===== src/rtl/window_sum_avg.sv =====
// Multi-channel sliding/block window summer with rounded, saturated scaling.
// Two-stage pipeline: per-channel running sums, then a registered grand total.
module window_sum_avg #(
  parameter  int CH     = 8,
  parameter  int W      = 8,
  parameter  int DEPTH  = 32,
  parameter  int SHIFT  = 8,
  parameter  int OUT_W  = 8,
  localparam int ACC_W  = W + $clog2(DEPTH) + $clog2(CH),
  localparam int FILL_W = $clog2(DEPTH + 1)
) (
  input  logic              clk,
  input  logic              rst,
  input  logic              clear,
  input  logic              mode,
  input  logic              in_valid,
  input  logic [CH*W-1:0]   in_data,
  output logic              out_valid,
  output logic [ACC_W-1:0]  out_sum,
  output logic [OUT_W-1:0]  out_data,
  output logic              sat,
  output logic [FILL_W-1:0] fill
);

  localparam int CS_W  = W + $clog2(DEPTH);
  localparam int PTR_W = $clog2(DEPTH);
  localparam int RW    = (ACC_W > OUT_W) ? ACC_W + 1 : OUT_W + 1;
  localparam logic [FILL_W-1:0] FULL = FILL_W'(DEPTH);
  localparam logic [FILL_W-1:0] LAST = FILL_W'(DEPTH - 1);

  logic              r_mode;
  logic [PTR_W-1:0]  r_wptr;
  logic [FILL_W-1:0] r_fill;
  logic [CS_W-1:0]   r_chsum [CH];
  logic              r_v1;
  logic [W-1:0]      r_mem [CH][DEPTH];

  logic              w_clr;
  logic              w_beat;
  logic              w_full;
  logic              w_done;
  logic [FILL_W-1:0] w_fill_nxt;
  logic [CS_W-1:0]   w_new [CH];
  logic [CS_W-1:0]   w_old [CH];
  logic [CS_W-1:0]   w_cs_nxt [CH];
  logic [ACC_W-1:0]  w_tot;
  logic [RW-1:0]     w_rnd;
  logic [RW-1:0]     w_r;
  logic              w_sat;
  logic [OUT_W-1:0]  w_out;

  // A mode change behaves exactly like an explicit clear.
  assign w_clr  = clear | (mode != r_mode);
  assign w_beat = in_valid & ~w_clr;

  always_comb begin
    w_full     = (r_fill == FULL);
    w_done     = 1'b0;
    w_fill_nxt = r_fill;
    if (r_mode) begin
      w_done     = (r_fill == LAST);
      w_fill_nxt = w_done ? '0 : r_fill + FILL_W'(1);
    end else begin
      w_done     = (r_fill >= LAST);
      w_fill_nxt = w_full ? r_fill : r_fill + FILL_W'(1);
    end
  end

  always_comb begin
    for (int c = 0; c < CH; c++) begin
      w_new[c] = CS_W'(in_data[c*W +: W]);
      w_old[c] = CS_W'(r_mem[c][r_wptr]);
      if (r_mode) begin
        w_cs_nxt[c] = (r_fill == '0) ? w_new[c]
                    : r_chsum[c] + w_new[c];
      end else begin
        w_cs_nxt[c] = r_chsum[c] + w_new[c]
                    - (w_full ? w_old[c] : '0);
      end
    end
  end

  always_ff @(posedge clk) begin
    if (w_beat) begin
      for (int c = 0; c < CH; c++) begin
        r_mem[c][r_wptr] <= in_data[c*W +: W];
      end
    end
  end

  always_ff @(posedge clk or negedge rst) begin
    if (!rst) begin
      r_mode <= 1'b0;
      r_wptr <= '0;
      r_fill <= '0;
      r_v1   <= 1'b0;
      for (int c = 0; c < CH; c++) begin
        r_chsum[c] <= '0;
      end
    end else begin
      r_mode <= mode;
      r_v1   <= w_beat & w_done;
      if (w_clr) begin
        r_wptr <= '0;
        r_fill <= '0;
        for (int c = 0; c < CH; c++) begin
          r_chsum[c] <= '0;
        end
      end else if (w_beat) begin
        r_wptr <= r_wptr + PTR_W'(1);
        r_fill <= w_fill_nxt;
        for (int c = 0; c < CH; c++) begin
          r_chsum[c] <= w_cs_nxt[c];
        end
      end
    end
  end

  always_comb begin
    w_tot = '0;
    for (int c = 0; c < CH; c++) begin
      w_tot = w_tot + ACC_W'(r_chsum[c]);
    end
  end

  // Rounding is done one bit wider than the total so it never wraps.
  assign w_rnd = RW'(w_tot) + (RW'(1) << (SHIFT - 1));
  assign w_r   = w_rnd >> SHIFT;
  assign w_sat = |(w_r >> OUT_W);
  assign w_out = w_sat ? '1 : w_r[OUT_W-1:0];

  always_ff @(posedge clk or negedge rst) begin
    if (!rst) begin
      out_valid <= 1'b0;
      out_sum   <= '0;
      out_data  <= '0;
      sat       <= 1'b0;
    end else begin
      out_valid <= r_v1 & ~w_clr;
      if (r_v1 && !w_clr) begin
        out_sum  <= w_tot;
        out_data <= w_out;
        sat      <= w_sat;
      end
    end
  end

  assign fill = r_fill;

endmodule


===== config.mk =====
export PLATFORM = sky130hd
export DESIGN_NAME = window_sum_avg
export DESIGN_NICKNAME = d
export VERILOG_FILES = /design/src/rtl/window_sum_avg.sv
export SDC_FILE = /design/constraint.sdc
export NUM_CORES = 2
export LEC_CHECK = 0
export CORE_MARGIN = 1.5
export CORE_UTILIZATION = 50
export CTS_BUF_LIST = sky130_fd_sc_hd__clkbuf_16
export DETAILED_ROUTE_END_ITERATION = 16
export GPL_TIMING_DRIVEN = 0
export HOLD_SLACK_MARGIN = 0.03
export PLACE_DENSITY_LB_ADDON = 0.15
export SYNTH_ARGS = -nofsm -noshare
export SYNTH_HDL_FRONTEND = slang
export SYNTH_SLANG_ARGS = --single-unit

===== constraint.sdc =====
create_clock -name clk -period 5.7 [get_ports clk]
set_clock_uncertainty 0.05 [all_clocks]
set_input_delay 0.57 -clock clk [delete_from_list [all_inputs] [get_ports clk]]
set_output_delay 0.57 -clock clk [all_outputs]
set_load 0.01 [all_outputs]

* After elaboration in Yosys (flattened, before gate mapping)
Memories as Yosys holds them, arrays and structs flattened. Index checks and enable logic that the tools add are counted.
Word-level totals: register bits after elaboration 143, RAM bits 2048, input port bits 69, output and inout bits 32, memories kept 1
Cells by class: add/subtract/negate cells 26, order comparisons 3, eq/ne operators 4, multiplexer cells 63, bitwise logic cells 6, reduce and logical (&&, ||, !) cells 6
Memory list:
- r_mem | depth 8, bits a word 256, read ports 8, clocked after Yosys merged registers in 0, wr ports 8, RTL line 36 | logic [W-1:0] r_mem [CH][DEPTH];
Operators by type and width (count):
- 8-bit binary-select mux with 5-bit select | 8
- 256-bit 2-to-1 mux | 1
- 104-bit 2-to-1 mux | 2
- 13-bit 2-to-1 mux | 16
- 8-bit 2-to-1 mux | 26
- 13-bit by 8-bit adder with 13-bit output | 8
- 13-bit by 8-bit subtractor with 13-bit output | 8
- 16-bit by 13-bit adder with 16-bit output | 4
- 8-bit demux with 5-bit select | 1
- 6-bit 2-to-1 mux | 5
- 16-bit by 8-bit adder with 17-bit output (second input constant) | 1
- 15-bit by 13-bit adder with 16-bit output | 1
- 14-bit by 13-bit adder with 15-bit output | 1
- 13-bit by 13-bit adder with 14-bit output | 1
- 5-bit 2-to-1 mux | 2
- 6-bit by 1-bit adder with 6-bit output (second input constant) | 1
- 6-bit by 5-bit == test with 1-bit output (second input constant) | 1
- 6-bit == test (second input constant) | 1
- 6-bit by 5-bit greater-or-equal comparator with 1-bit output (second input constant) | 1
- 6-bit greater-or-equal comparator (second input constant) | 1
- 6-bit zero test | 1
- 6-bit by 1-bit less-than comparator with 1-bit output (second input constant) | 1
- 5-bit inverter with 6-bit output | 1
- 5-bit by 1-bit adder with 5-bit output (second input constant) | 1
- other kinds (10) | 14

* Depth between registers and ports, before layout
depth in word-level cells 9, depth in mapped cells 22, mapped depth without buffers 22

* Least setup slack after synthesis
OpenSTA, ideal clock, no wires.
path type input to register, start input port mode, end memory r_mem[0][1008] (netlist bit) (enable), setup time 0.487 ns, data arrival time 4.576 ns, required time 5.163 ns, setup slack 0.587 ns, stages on the path 7, cells stage by stage xor2_1 nor2_1 and2_1 clkbuf_1 buf_1 nand2_1 nor2_1
RTL lines:
- from (decl) | RTL line 15 | input logic mode,
- to (decl) | RTL line 36

* Worst setup path in the final report
start register r_wptr[1], end register r_chsum[10] (netlist bit)
On the way: longest elaborated chain between the ends 9
RTL lines:
- from (decl) | RTL line 32 | logic [PTR_W-1:0] r_wptr;
- from (signal assigned) | RTL line 110 | r_wptr <= r_wptr + PTR_W'(1);
- 5-bit inverter with 6-bit output (not written as such) | RTL line 72 | w_old[c] = CS_W'(r_mem[c][r_wptr]);
- 8-bit binary-select mux with 5-bit select | RTL line 72
- 8-bit 2-to-1 mux (not written as such) (2 in a row) | RTL line 72
- 8-bit 2-to-1 mux | RTL line 78 | - (w_full ? w_old[c] : '0);
- 13-bit by 8-bit subtractor with 13-bit output | RTL line 78
- 13-bit 2-to-1 mux | RTL line 73 | if (r_mode) begin
- 104-bit 2-to-1 mux | RTL line 109 | end else if (w_beat) begin
- 104-bit 2-to-1 mux | RTL line 103 | if (w_clr) begin
- to (signal, indexed assignment) | RTL line 113 | r_chsum[c] <= w_cs_nxt[c];
- to (decl) | RTL line 34 | logic [CS_W-1:0] r_chsum [CH];
Every way passes these cells. The select of a mux whose other input is x is not followed. A chain may end at the register's enable or synchronous reset.

==> out/qor.csv <==
metric,value,unit
adder and majority gate portion of the synthesized area,0.0406,
clock sink count,2191,
Fmax,177,MHz
met3 WL,31.0,mm
status,"complete, but fails checks",
Sw Ratio,0.236,
Final Hold Viols,0,
clock share of power,0.407,
Syn. warnings,0,
violated checks,"max-capacitance violations, max-slew violations",
Final ANT Viol Nets,0,
VDD IR-drop max,0.271,mV
Synth cell types,91,
wire length on met2,142,mm
DIE WIDTH,433,um
CTS Buf Count,216,
CTS tree,done,
critical path peak fanout,10,
Int Power,27.0,mW
Post-synth ARST share,0.0653,
compound-gate portion of the synthesized area,0.0678,
initial antenna violation count,12,
root buf cell,clkbuf_16,
crit share post-route,0.990,
Leak,34.7,nW
Setup Viol. Count Final,0,
Die H,433,um
largest net degree at the start of global routing,98,
Syn Inst Count,4994,
min-delay worst type,in2async,
number of synthesized register bits,2191,
Worst setup SP type,flip-flop,
post-synthesis net count,5307,
Worst-path clk slew,0.06,ns
DRT Wirelength,307,mm
Worst Tran Pin Value,1.56,ns
"Seq/Total Area, Yosys",0.704,
"Top FF cell, synth",edfxtp_1,
largest family of logic cells by synthesized area,multiplexers,
mux contribution to synthesized area,0.127,
Synth Area in Simple Gates,0.0302,
crit path DAT,6.37,ns
final weighted congestion in routability-driven placement,0.967,
clk buf depth,3,
WP data required,6.43,ns
Crit. End Element,flip-flop,
sum of negative setup slack,0,ns
max_cap viols,2,
DR vias,53900,
Highest Signal Layer,met5,
Slew Limit Fails,22,
Mapped Area,0.0925,mm^2
Vias per Instance,6.66,
Flop pwr share,0.501,
max_slew headroom,-0.0421,
grt total ovfl,0,
layout cell share with drive strength beyond 1,0.217,
fin area,0.107,mm^2
number of global-route vias before repair,52100,
drt pass-1 iters,6,
Initial DRC Count,7721,
Tmin final,5.64,ns
XOR/XNOR Fraction of Synth Area,0.0118,
Initial Util,0.504,
Layout area overhead,15.6,%
GRT Resource Usage Total,0.330,
Clock H-tree levels,4,
core area,0.183,mm^2
most frequent cells in the layout,"edfxtp_1, mux4_2, a22oi_1",
pwr/cell area,331,mW/mm^2
first-pass GRT wire length,421,mm
switching power,8.33,mW
IO Port Bufs,100,
combinational share of power,0.092,
Post-DP Area,0.0993,mm^2
nets@finish,5754,
FP Rows,157,
Residual DRC,0,
Metal-1 WL,121,mm
post-DR wirelength/cell,37.9,um
Die ar.,0.188,mm^2
"commonest non-fill, non-tap cell in the layout",edfxtp_1,
Post-synth EDFFs,2048,
critical path class,reg2reg,
Post-DP HPWL,211,mm
Skew-Pair Late Insertion Delay,0.88,ns
"Avg Cell Area, Syn",18.5,um^2
# IOs,101,
[cell type report]
| class | instances | area, um^2 |
|---|---|---|
| flip-flops and latches | 2191 | 65100 |
| well taps | 2464 | 3080 |
| fillers | 13800 | 76500 |
| multi-input cells | 2358 | 26200 |
| plain buffers | 241 | 1240 |
| clock buffers | 217 | 5430 |
| clock inverters | 189 | 1680 |
| repair buffers | 235 | 3500 |
| inverters | 198 | 743 |
| diodes | 5 | 12.5 |
[metal layers]
layer / up-vias / global-route usage
li1: 21400 / -
met1: 28800 / 0.466
met2: 3200 / 0.510
met3: 523 / 0.0655
met4: 12 / 0.128
met5: - / 0
[worst paths after layout]
| check | start | slack [ns] | to | cells past startpoint |
|---|---|---|---|---|
| max | r_wptr[1] | 0.06 | r_chsum[10] | 15 |
| min | rst | 0.14 | out_sum[10] | 2 |
| max reg2reg | r_wptr[1] | 0.06 | r_chsum[10] | 15 |
| min reg2reg | out_data[3] | 0.41 | out_data[3] | 2 |
| max in group asynchronous | rst | 4.44 | r_chsum[44] | 3 |
| min in group clk | in_data[49] | 0.25 | r_mem[1][593] | 1 |
[per-stage QoR]
step	power, mW	setup WS (ns)	instances	utilization	hold slack, ns
2_1_floorplan	20.0	0.587	4994	-	0.224
3_3_place_gp	21.1	-7.03	7558	0.526	0.408
3_5_place_dp	21.2	-1.86	7676	0.541	0.407
4_1_cts	35.4	-0.0657	8083	0.582	0.0940
5_1_grt	36.3	-0.0126	8093	0.583	0.154
6_report	35.4	0.0597	8098	0.583	0.144
[power by group through the flow]
stage               Combinational [mW]  Sequential (mW)  Clock (mW)
floorplan                         1.94             18.0           0
global placement                  3.07             18.1           0
detailed placement                3.13             18.1           0
CTS                               3.17             17.7        14.5
global route                      3.48             17.7        15.1
finish                            3.25             17.7        14.4
[worst max-delay path, stage by stage (launching register included)]
cell and delay [ns]:
dfrtp_1 0.49, buf_2 0.36, clkbuf_4 0.53, clkbuf_1 0.64
mux4_2 0.41, a22oi_1 0.16, a41o_1 0.46, ha_1 0.34
nor2b_1 0.16, o2111ai_1 0.18, nand4b_1 0.26, a21o_1 0.26
a21boi_1 0.31, and3_1 0.26, mux2_2 0.34, a311oi_1 0.27
[kinds of logic (layout without fill, tap and decap cells)]
| logic type | Yosys count | in the layout |
|---|---|---|
| compound gates | 876 | 876 |
| xor+xnor | 124 | 124 |
| other cells | 0 | 5 |
| fa+ha+maj | 244 | 244 |
| mux | 537 | 537 |
| flops | 2191 | 2191 |
| buf+inv | 445 | 1080 |
| simple gates | 577 | 577 |
[what timing repair did]
action / CTS / global route
resized for setup: 127 / 126
pin swaps: 1 / 7
hold buffers: 1 / 0
setup endpoints to repair: 502 / 96
buffers inserted: 4 / 11
endpoints found under the hold margin: 55 / 0
[synthesized netlist by cell type, drive strengths merged (22+ instances only)]
cell type | instances | area share
fa | 93 | 0.020
o21a | 31 | 0.0025
a211oi | 30 | 0.0027
buf | 72 | 0.0033
nor3 | 38 | 0.0021
inv | 198 | 0.0080
nand3 | 43 | 0.0023
nand2 | 146 | 0.0059
clkbuf | 175 | 0.0071
a21o | 22 | 0.0018
xor2 | 38 | 0.0036
a41o | 56 | 0.0061
o221ai | 62 | 0.0059
xnor2 | 86 | 0.0082
dfrtp | 143 | 0.039
edfxtp | 2048 | 0.66
nor2b | 32 | 0.0022
a22oi | 240 | 0.019
a31oi | 23 | 0.0016
nor2 | 197 | 0.0080
ha | 151 | 0.020
mux4 | 512 | 0.12
a21oi | 111 | 0.0062
o22ai | 46 | 0.0032
o21ai | 141 | 0.0077
[sequential cells by signal (all words and copies together) (netlist names)]
register and cells:
fill 6, out_data 8, out_sum 16, out_valid 1, r_chsum 104, r_mem 2048
r_mode 1, r_v1 1, r_wptr 5, sat 1
Power figures use the tool's default switching activity.
